===== config.mk =====
export PLATFORM = sky130hd
export DESIGN_NAME = alu_ctrl_decode_stage_flat
export DESIGN_NICKNAME = d
export VERILOG_FILES = /design/src/rtl/alu_ctrl_decode_stage_pkg.sv /design/src/rtl/alu_ctrl_decode_stage_if.sv /design/src/rtl/alu_ctrl_decode_stage_comb.sv /design/src/rtl/alu_ctrl_decode_stage.sv /design/src/flat_wrapper.sv
export SDC_FILE = /design/constraint.sdc
export NUM_CORES = 1
export LEC_CHECK = 0
export ABC_AREA = 1
export CAP_MARGIN = 20
export CORE_UTILIZATION = 35
export CTS_CLUSTER_DIAMETER = 120
export DETAILED_ROUTE_END_ITERATION = 6
export HOLD_SLACK_MARGIN = 0.12
export REMOVE_ABC_BUFFERS = 1
export SETUP_SLACK_MARGIN = 0.3
export SYNTH_ARGS = -nofsm -noshare
export SYNTH_HDL_FRONTEND = slang
export SYNTH_SLANG_ARGS = --single-unit

===== constraint.sdc =====
create_clock -name clk -period 10.8 [get_ports clk]
set_input_delay 2.16 -clock clk [delete_from_list [all_inputs] [get_ports clk]]
set_output_delay 2.16 -clock clk [all_outputs]
set_load 0.1 [all_outputs]

===== src/rtl/alu_ctrl_decode_stage_pkg.sv =====
// Shared ISA definitions for the decode stage: opcodes, functs, ALUC codes,
// branch encodings and the decoded bundle carried to execute.
package alu_ctrl_decode_stage_pkg;

    localparam int DATA_WIDTH = 32;
    localparam int CTRL_WIDTH = 4;
    localparam int REG_AW     = 5;

    localparam logic [5:0] OP_RTYPE = 6'b000000;
    localparam logic [5:0] OP_J     = 6'b000010;
    localparam logic [5:0] OP_BEQ   = 6'b000100;
    localparam logic [5:0] OP_BNE   = 6'b000101;
    localparam logic [5:0] OP_ADDI  = 6'b001000;
    localparam logic [5:0] OP_ANDI  = 6'b001100;
    localparam logic [5:0] OP_ORI   = 6'b001101;
    localparam logic [5:0] OP_XORI  = 6'b001110;
    localparam logic [5:0] OP_LUI   = 6'b001111;
    localparam logic [5:0] OP_LW    = 6'b100011;
    localparam logic [5:0] OP_SW    = 6'b101011;

    localparam logic [5:0] F_SLL = 6'b000000;
    localparam logic [5:0] F_SRL = 6'b000010;
    localparam logic [5:0] F_SRA = 6'b000011;
    localparam logic [5:0] F_ADD = 6'b100000;
    localparam logic [5:0] F_SUB = 6'b100010;
    localparam logic [5:0] F_AND = 6'b100100;
    localparam logic [5:0] F_OR  = 6'b100101;
    localparam logic [5:0] F_XOR = 6'b100110;

    // ALUC codes are shared with the ALU top; keep them in sync there.
    localparam logic [CTRL_WIDTH-1:0] ALUC_ADD = 4'b0000;
    localparam logic [CTRL_WIDTH-1:0] ALUC_SUB = 4'b0100;
    localparam logic [CTRL_WIDTH-1:0] ALUC_XOR = 4'b0010;
    localparam logic [CTRL_WIDTH-1:0] ALUC_AND = 4'b0001;
    localparam logic [CTRL_WIDTH-1:0] ALUC_OR  = 4'b0101;
    localparam logic [CTRL_WIDTH-1:0] ALUC_LUI = 4'b0110;
    localparam logic [CTRL_WIDTH-1:0] ALUC_SLL = 4'b0011;
    localparam logic [CTRL_WIDTH-1:0] ALUC_SRL = 4'b0111;
    localparam logic [CTRL_WIDTH-1:0] ALUC_SRA = 4'b1111;

    typedef enum logic [1:0] {
        BR_NONE = 2'b00,
        BR_BEQ  = 2'b01,
        BR_BNE  = 2'b10,
        BR_J    = 2'b11
    } br_type_e;

    typedef struct packed {
        logic [CTRL_WIDTH-1:0] aluc;
        logic                  asrc;
        logic                  bsrc;
        logic [REG_AW-1:0]     rs;
        logic [REG_AW-1:0]     rt;
        logic [REG_AW-1:0]     rd;
        logic [REG_AW-1:0]     shamt;
        logic [DATA_WIDTH-1:0] imm32;
        logic                  wreg;
        logic                  m2reg;
        logic                  wmem;
        br_type_e              br_type;
        logic [DATA_WIDTH-1:0] pc_plus4;
        logic [DATA_WIDTH-1:0] jtarget;
        logic                  illegal;
    } decode_t;

endpackage


===== src/rtl/alu_ctrl_decode_stage_if.sv =====
// Fetch-side and execute-side handshake bundle of the decode stage.
interface alu_ctrl_decode_stage_if;
    import alu_ctrl_decode_stage_pkg::*;

    logic                  flush;
    logic                  in_valid;
    logic                  in_ready;
    logic [DATA_WIDTH-1:0] instr;
    logic [DATA_WIDTH-1:0] pc;
    logic                  out_valid;
    logic                  out_ready;
    decode_t               dec;

    modport master (output flush, in_valid, instr, pc, out_ready,
                    input  in_ready, out_valid, dec);
    modport slave  (input  flush, in_valid, instr, pc, out_ready,
                    output in_ready, out_valid, dec);
endinterface


===== src/rtl/alu_ctrl_decode_stage_comb.sv =====
// Pure combinational decode of one instruction word plus its PC into the bundle.
module alu_ctrl_decode_comb
    import alu_ctrl_decode_stage_pkg::*;
(
    input  logic [DATA_WIDTH-1:0] instr,
    input  logic [DATA_WIDTH-1:0] pc,
    output decode_t               dec
);
    logic [5:0] op, fn;
    assign op = instr[31:26];
    assign fn = instr[5:0];

    always_comb begin
        dec          = '0;
        dec.aluc     = ALUC_ADD;
        dec.br_type  = BR_NONE;
        dec.rs       = instr[25:21];
        dec.rt       = instr[20:16];
        dec.rd       = instr[20:16];
        dec.shamt    = instr[10:6];
        dec.imm32    = {{16{instr[15]}}, instr[15:0]};
        dec.pc_plus4 = pc + 32'd4;
        dec.jtarget  = {dec.pc_plus4[31:28], instr[25:0], 2'b00};
        case (op)
            OP_RTYPE: begin
                dec.rd   = instr[15:11];
                dec.wreg = 1'b1;
                case (fn)
                    F_ADD: dec.aluc = ALUC_ADD;
                    F_SUB: dec.aluc = ALUC_SUB;
                    F_AND: dec.aluc = ALUC_AND;
                    F_OR:  dec.aluc = ALUC_OR;
                    F_XOR: dec.aluc = ALUC_XOR;
                    F_SLL: begin dec.aluc = ALUC_SLL; dec.asrc = 1'b1; end
                    F_SRL: begin dec.aluc = ALUC_SRL; dec.asrc = 1'b1; end
                    F_SRA: begin dec.aluc = ALUC_SRA; dec.asrc = 1'b1; end
                    default: dec.illegal = 1'b1;
                endcase
            end
            OP_ADDI: begin dec.bsrc = 1'b1; dec.wreg = 1'b1; end
            OP_ANDI: begin
                dec.aluc = ALUC_AND; dec.bsrc = 1'b1; dec.wreg = 1'b1;
                dec.imm32 = {16'b0, instr[15:0]};
            end
            OP_ORI: begin
                dec.aluc = ALUC_OR; dec.bsrc = 1'b1; dec.wreg = 1'b1;
                dec.imm32 = {16'b0, instr[15:0]};
            end
            OP_XORI: begin
                dec.aluc = ALUC_XOR; dec.bsrc = 1'b1; dec.wreg = 1'b1;
                dec.imm32 = {16'b0, instr[15:0]};
            end
            // The ALU does the <<16; the immediate travels zero-extended.
            OP_LUI: begin
                dec.aluc = ALUC_LUI; dec.bsrc = 1'b1; dec.wreg = 1'b1;
                dec.imm32 = {16'b0, instr[15:0]};
            end
            OP_LW:  begin dec.bsrc = 1'b1; dec.wreg = 1'b1; dec.m2reg = 1'b1; end
            OP_SW:  begin dec.bsrc = 1'b1; dec.wmem = 1'b1; end
            OP_BEQ: begin dec.aluc = ALUC_SUB; dec.br_type = BR_BEQ; end
            OP_BNE: begin dec.aluc = ALUC_SUB; dec.br_type = BR_BNE; end
            OP_J:   dec.br_type = BR_J;
            default: dec.illegal = 1'b1;
        endcase
        if (dec.illegal) begin
            dec.aluc = ALUC_ADD;
            dec.asrc = 1'b0;
            dec.wreg = 1'b0;
        end
        // Writes to $0 are dropped so the all-zero word is a true NOP.
        if (dec.rd == '0)
            dec.wreg = 1'b0;
    end
endmodule


===== src/rtl/alu_ctrl_decode_stage.sv =====
// Registered decode stage: decoder feeding a main/skid pair with valid/ready
// on both sides and a synchronous flush.
module alu_ctrl_decode_stage
    import alu_ctrl_decode_stage_pkg::*;
(
    input  logic                   clk,
    input  logic                   rst,
    alu_ctrl_decode_stage_if.slave bus
);
    decode_t dec_c, main_q, skid_q;
    logic    main_v, skid_v, rdy_q;
    logic    main_v_n, skid_v_n;
    logic    ld_main_dec, ld_main_skid, ld_skid;
    logic    accept, retire;

    alu_ctrl_decode_comb u_dec (
        .instr (bus.instr),
        .pc    (bus.pc),
        .dec   (dec_c)
    );

    assign accept = bus.in_valid & rdy_q;
    assign retire = main_v & bus.out_ready;

    // Skid is only ever occupied behind a full main entry, and ready is
    // ~skid_v, so an accept never coincides with an occupied skid.
    always_comb begin
        main_v_n     = main_v;
        skid_v_n     = skid_v;
        ld_main_dec  = 1'b0;
        ld_main_skid = 1'b0;
        ld_skid      = 1'b0;
        if (bus.flush) begin
            main_v_n = 1'b0;
            skid_v_n = 1'b0;
        end else if (retire) begin
            if (skid_v) begin
                ld_main_skid = 1'b1;
                skid_v_n     = 1'b0;
            end else if (accept) begin
                ld_main_dec  = 1'b1;
            end else begin
                main_v_n     = 1'b0;
            end
        end else if (accept) begin
            if (main_v) begin
                ld_skid  = 1'b1;
                skid_v_n = 1'b1;
            end else begin
                ld_main_dec = 1'b1;
                main_v_n    = 1'b1;
            end
        end
    end

    always_ff @(posedge clk or posedge rst) begin
        if (rst) begin
            main_v <= 1'b0;
            skid_v <= 1'b0;
            rdy_q  <= 1'b0;
            main_q <= '0;
            skid_q <= '0;
        end else begin
            main_v <= main_v_n;
            skid_v <= skid_v_n;
            rdy_q  <= ~skid_v_n;
            if (ld_main_dec)
                main_q <= dec_c;
            else if (ld_main_skid)
                main_q <= skid_q;
            if (ld_skid)
                skid_q <= dec_c;
        end
    end

    assign bus.in_ready  = rdy_q;
    assign bus.out_valid = main_v;
    assign bus.dec       = main_q;
endmodule


===== src/flat_wrapper.sv =====
// flat-port wrapper written by rule: the top's interface ports become plain ports
module alu_ctrl_decode_stage_flat import alu_ctrl_decode_stage_pkg::*;
  (clk, rst, bus_flush, bus_in_valid, bus_instr, bus_pc, bus_out_ready, bus_in_ready, bus_out_valid, bus_dec);
  alu_ctrl_decode_stage_if bus_i ();
  input  logic clk;
  input  logic rst;
  input wire logic [$bits(bus_i.flush)-1:0] bus_flush;
  input wire logic [$bits(bus_i.in_valid)-1:0] bus_in_valid;
  input wire logic [$bits(bus_i.instr)-1:0] bus_instr;
  input wire logic [$bits(bus_i.pc)-1:0] bus_pc;
  input wire logic [$bits(bus_i.out_ready)-1:0] bus_out_ready;
  output wire logic [$bits(bus_i.in_ready)-1:0] bus_in_ready;
  output wire logic [$bits(bus_i.out_valid)-1:0] bus_out_valid;
  output wire logic [$bits(bus_i.dec)-1:0] bus_dec;
  assign bus_i.flush = bus_flush;
  assign bus_i.in_valid = bus_in_valid;
  assign bus_i.instr = bus_instr;
  assign bus_i.pc = bus_pc;
  assign bus_i.out_ready = bus_out_ready;
  assign bus_in_ready = bus_i.in_ready;
  assign bus_out_valid = bus_i.out_valid;
  assign bus_dec = bus_i.dec;
  alu_ctrl_decode_stage u_core (.clk(clk), .rst(rst), .bus(bus_i));
endmodule

==> summary.md <==
| Metric | Value |
|---|---|
| Status | `finished, violations left` |
| Failing checks | `DRC` |
| Synth cell count leaders | `320 x nand2_1, 155 x dfrtp_1, 108 x inv_1` |
| CP required | `roughly 11 ns` |
| Yosys reg bits | `roughly 160` |
| Die Y | `153 µm` |
| Total track usage | `18.8%` |
| Layout Nets | `1189` |
| Hold Slack | `0.475 ns` |
| Cell Pwr Density | `250 nW/µm²` |
| Fmax | `0.218 GHz` |
| Post-synth ARST share | `between 90% and 100%` |
| Finished Cell Area | `10400 µm²` |
| Cell row count | `54` |
| Cell variety after synth | `34` |
| Slew @ Worst Pin | `1.01 ns` |
| Drt first-iter violations | `~480` |
| Vias in the first global route | `6599` |
| Placer Congestion | `just over 0.9` |
| Largest net degree at the start of global routing | `just over 100` |
| Share of cells above drive strength 1 | `5.57%` |
| Post-CTS setup buffer count | `0` |
| CP Capture Type | `register` |
| Syn-to-layout area delta | `30.2%` |
| Post-synthesis mux area share | `0%` |
| Post-Synth Simple-Gate Area | `between 20% and 30%` |
| Setup CP Type | `input port to register` |
| Post-CTS resize count | `0` |
| Arr. time, crit path | `4.84 ns` |
| Post-synth EDFFs | `0` |
| Final Hold Viols | `0` |
| Post-Place Worst Slack | `5.77 ns` |
| Peak VDD IR | `between 100 and 150 µV` |
| Antenna violations before repair | `0` |
| Hold path depth | `2` |
| Max-cap violation count | `0` |
| Initial Util | `36.1%` |
| Pleak | `between 4 and 5 nW` |
| Most common cell in the netlist | `nand2_1` |
| Placed Area | `9750 µm²` |
| Later-pin clock latency in the skew report | `0.42 ns` |
| # DRC | `17` |
| Compound-Gate Fraction of Synth Area | `11.6%` |
| Slew Viols, Final | `0` |
| Area of the multi-input gates | `3070 µm²` |
| Final ANT Viol Nets | `0` |
| First-pass GRT wire length | `34900 µm` |
| Via count | `just under 7k` |
| Synth top area share | `48.7%` |
| Clock transition at the registers of the reported paths | `0.06 ns` |
| DR WL/cell | `15.0 µm` |
| Die boundary width | `153 µm` |
| HP Class | `register to register` |
| # clock sinks | `155` |
| H-tree depth | `4` |
| # fillers | `2166` |
| Synth area leader | `dfrtp_1` |
| Antenna Cells | `0` |
| Post-synthesis adder-cell area fraction | `0.157%` |
| Reg area | `3880 µm²` |
| Inserted Clock Buffers | `17` |
| Tmin final | `4.59 ns` |
| Main combinational cell family by area after synthesis | `simple AND/OR/NAND/NOR gates` |
| TritonRoute pass-1 iters | `7` |
| RSZ-0062 raised after global routing | `no` |
| Setup ws final | `6.21 ns` |
| Top cells by area, synth | `dfrtp_1 49%, nand2_1 15%, buf_4 5.2%` |
| Mean Syn Cell Area | `8.03 µm²` |
| Area of the core | `22000 µm²` |
| Clock Path Buffers | `2` |
| CTS tree | `built` |
| XOR/XNOR share of the synthesized area | `2.09%` |
| Detailed-route wire length | `21200 µm` |
| Worst slew margin | `about a third` |
| Clock skew | `approximately 0.0097 ns` |
| Root Buffer | `clkbuf_16` |
| PortBufs | `approximately 200` |
| Ys flop type | `dfrtp_1` |
| Worst reg2reg path depth | `7` |
| Mapped cell area | `7960 µm²` |
| Sequential share of the synthesized area | `approximately 50%` |
| Final core occ | `47.1%` |
| Setup TNS | `0 ns` |
| Syn Inst Count | `991` |
| Tcrit/Tclk final | `42.5%` |
| Count of final setup violators | `0` |
| Synthesis Warnings | `0` |
| Hold_buf cts | `0` |
| Vias per Instance | `4.90` |
| Gr ovfl total | `0` |
| CP max FO | `just over 90` |
| Die area | `23300 µm²` |
| DP Wirelength | `14100 µm` |
| I/O pin count | `roughly 200` |
| Startpoint types | `input port` |
critical path, cell delays in order:
cell and delay [ns]:
clkdlybuf4s50_1 0.41, nand2_1 0.14, inv_1 0.07, nor2_1 0.15, nand2_2 0.54, inv_2 0.38, buf_4 0.69, o21ai_0 0.20
sequential cells by signal, summed over array words and instances, names as in the netlist:
register and cells:
u_core.bus.dec 76, u_core.skid_q 76, u_core.bus.in_ready 1, u_core.skid_v 1
u_core.bus.out_valid 1
path summary, 6_finish.rpt:
kind | start | endpoint | slack [ns]
setup / recovery | bus_out_ready | u_core.skid_q[119] | 6.21
hold / removal | u_core.skid_q[122] | u_core.skid_q[122] | 0.48
setup reg to reg | u_core.bus.out_valid | u_core.skid_q[119] | 7.93
hold reg to reg | u_core.skid_q[122] | u_core.skid_q[122] | 0.48
max in group asynchronous | rst | u_core.bus.dec[108] | 7.16
min in group asynchronous | rst | u_core.bus.dec[117] | 2.33
power by group:
part / internal [mW] / leakage, nW / switching, mW
clock network: 0.377 / 0.292 / 0.246
logic: 0.257 / 2.45 / 0.907
registers: 0.721 / 1.94 / 0.0787
cells by family after synthesis:
group           after synthesis
other cells                   1
fa+ha+maj                     1
buf+inv                     209
flops                       155
simple gates                460
xor+xnor                     19
compound gates              146
area by class of cell:
class                      count  area share, %
clock inverter                13           1.59
multi-input combinational    628           29.6
timing repair buffer         204           19.5
sequential                   155           37.4
tap                          280           3.38
inverter                     113           4.14
clock buffer                  19           4.37
cells in the final DEF (no fill, tap or decap), types with 6 or more instances in the layout:
cell,n
nand2_1,319
a32o_1,9
dfrtp_1,155
nand4_1,10
xor2_1,15
nor2_4,6
clkdlybuf4s50_1,196
o211ai_1,55
nand3_1,65
clkbuf_16,17
nor2_1,33
buf_4,8
nor3_1,14
o21ai_0,73
inv_1,107
metrics by stage:
stage | power [mW] | cells
6_report | 2.59 | 1412
5_1_grt | 2.70 | 1412
4_1_cts | 2.61 | 1412
3_5_place_dp | 1.98 | 1380
3_3_place_gp | 1.97 | 1380
2_1_floorplan | 1.67 | 896
layer usage:
metal  wire (µm)  GRT usage [%]  vias up
met5           0              0        -
met4         232           4.91        0
met3        1430           3.73       21
met2        9390           29.1      237
met1       10100           26.8     3283
li1            -              -     3384
(Power assumes the default switching activity.)
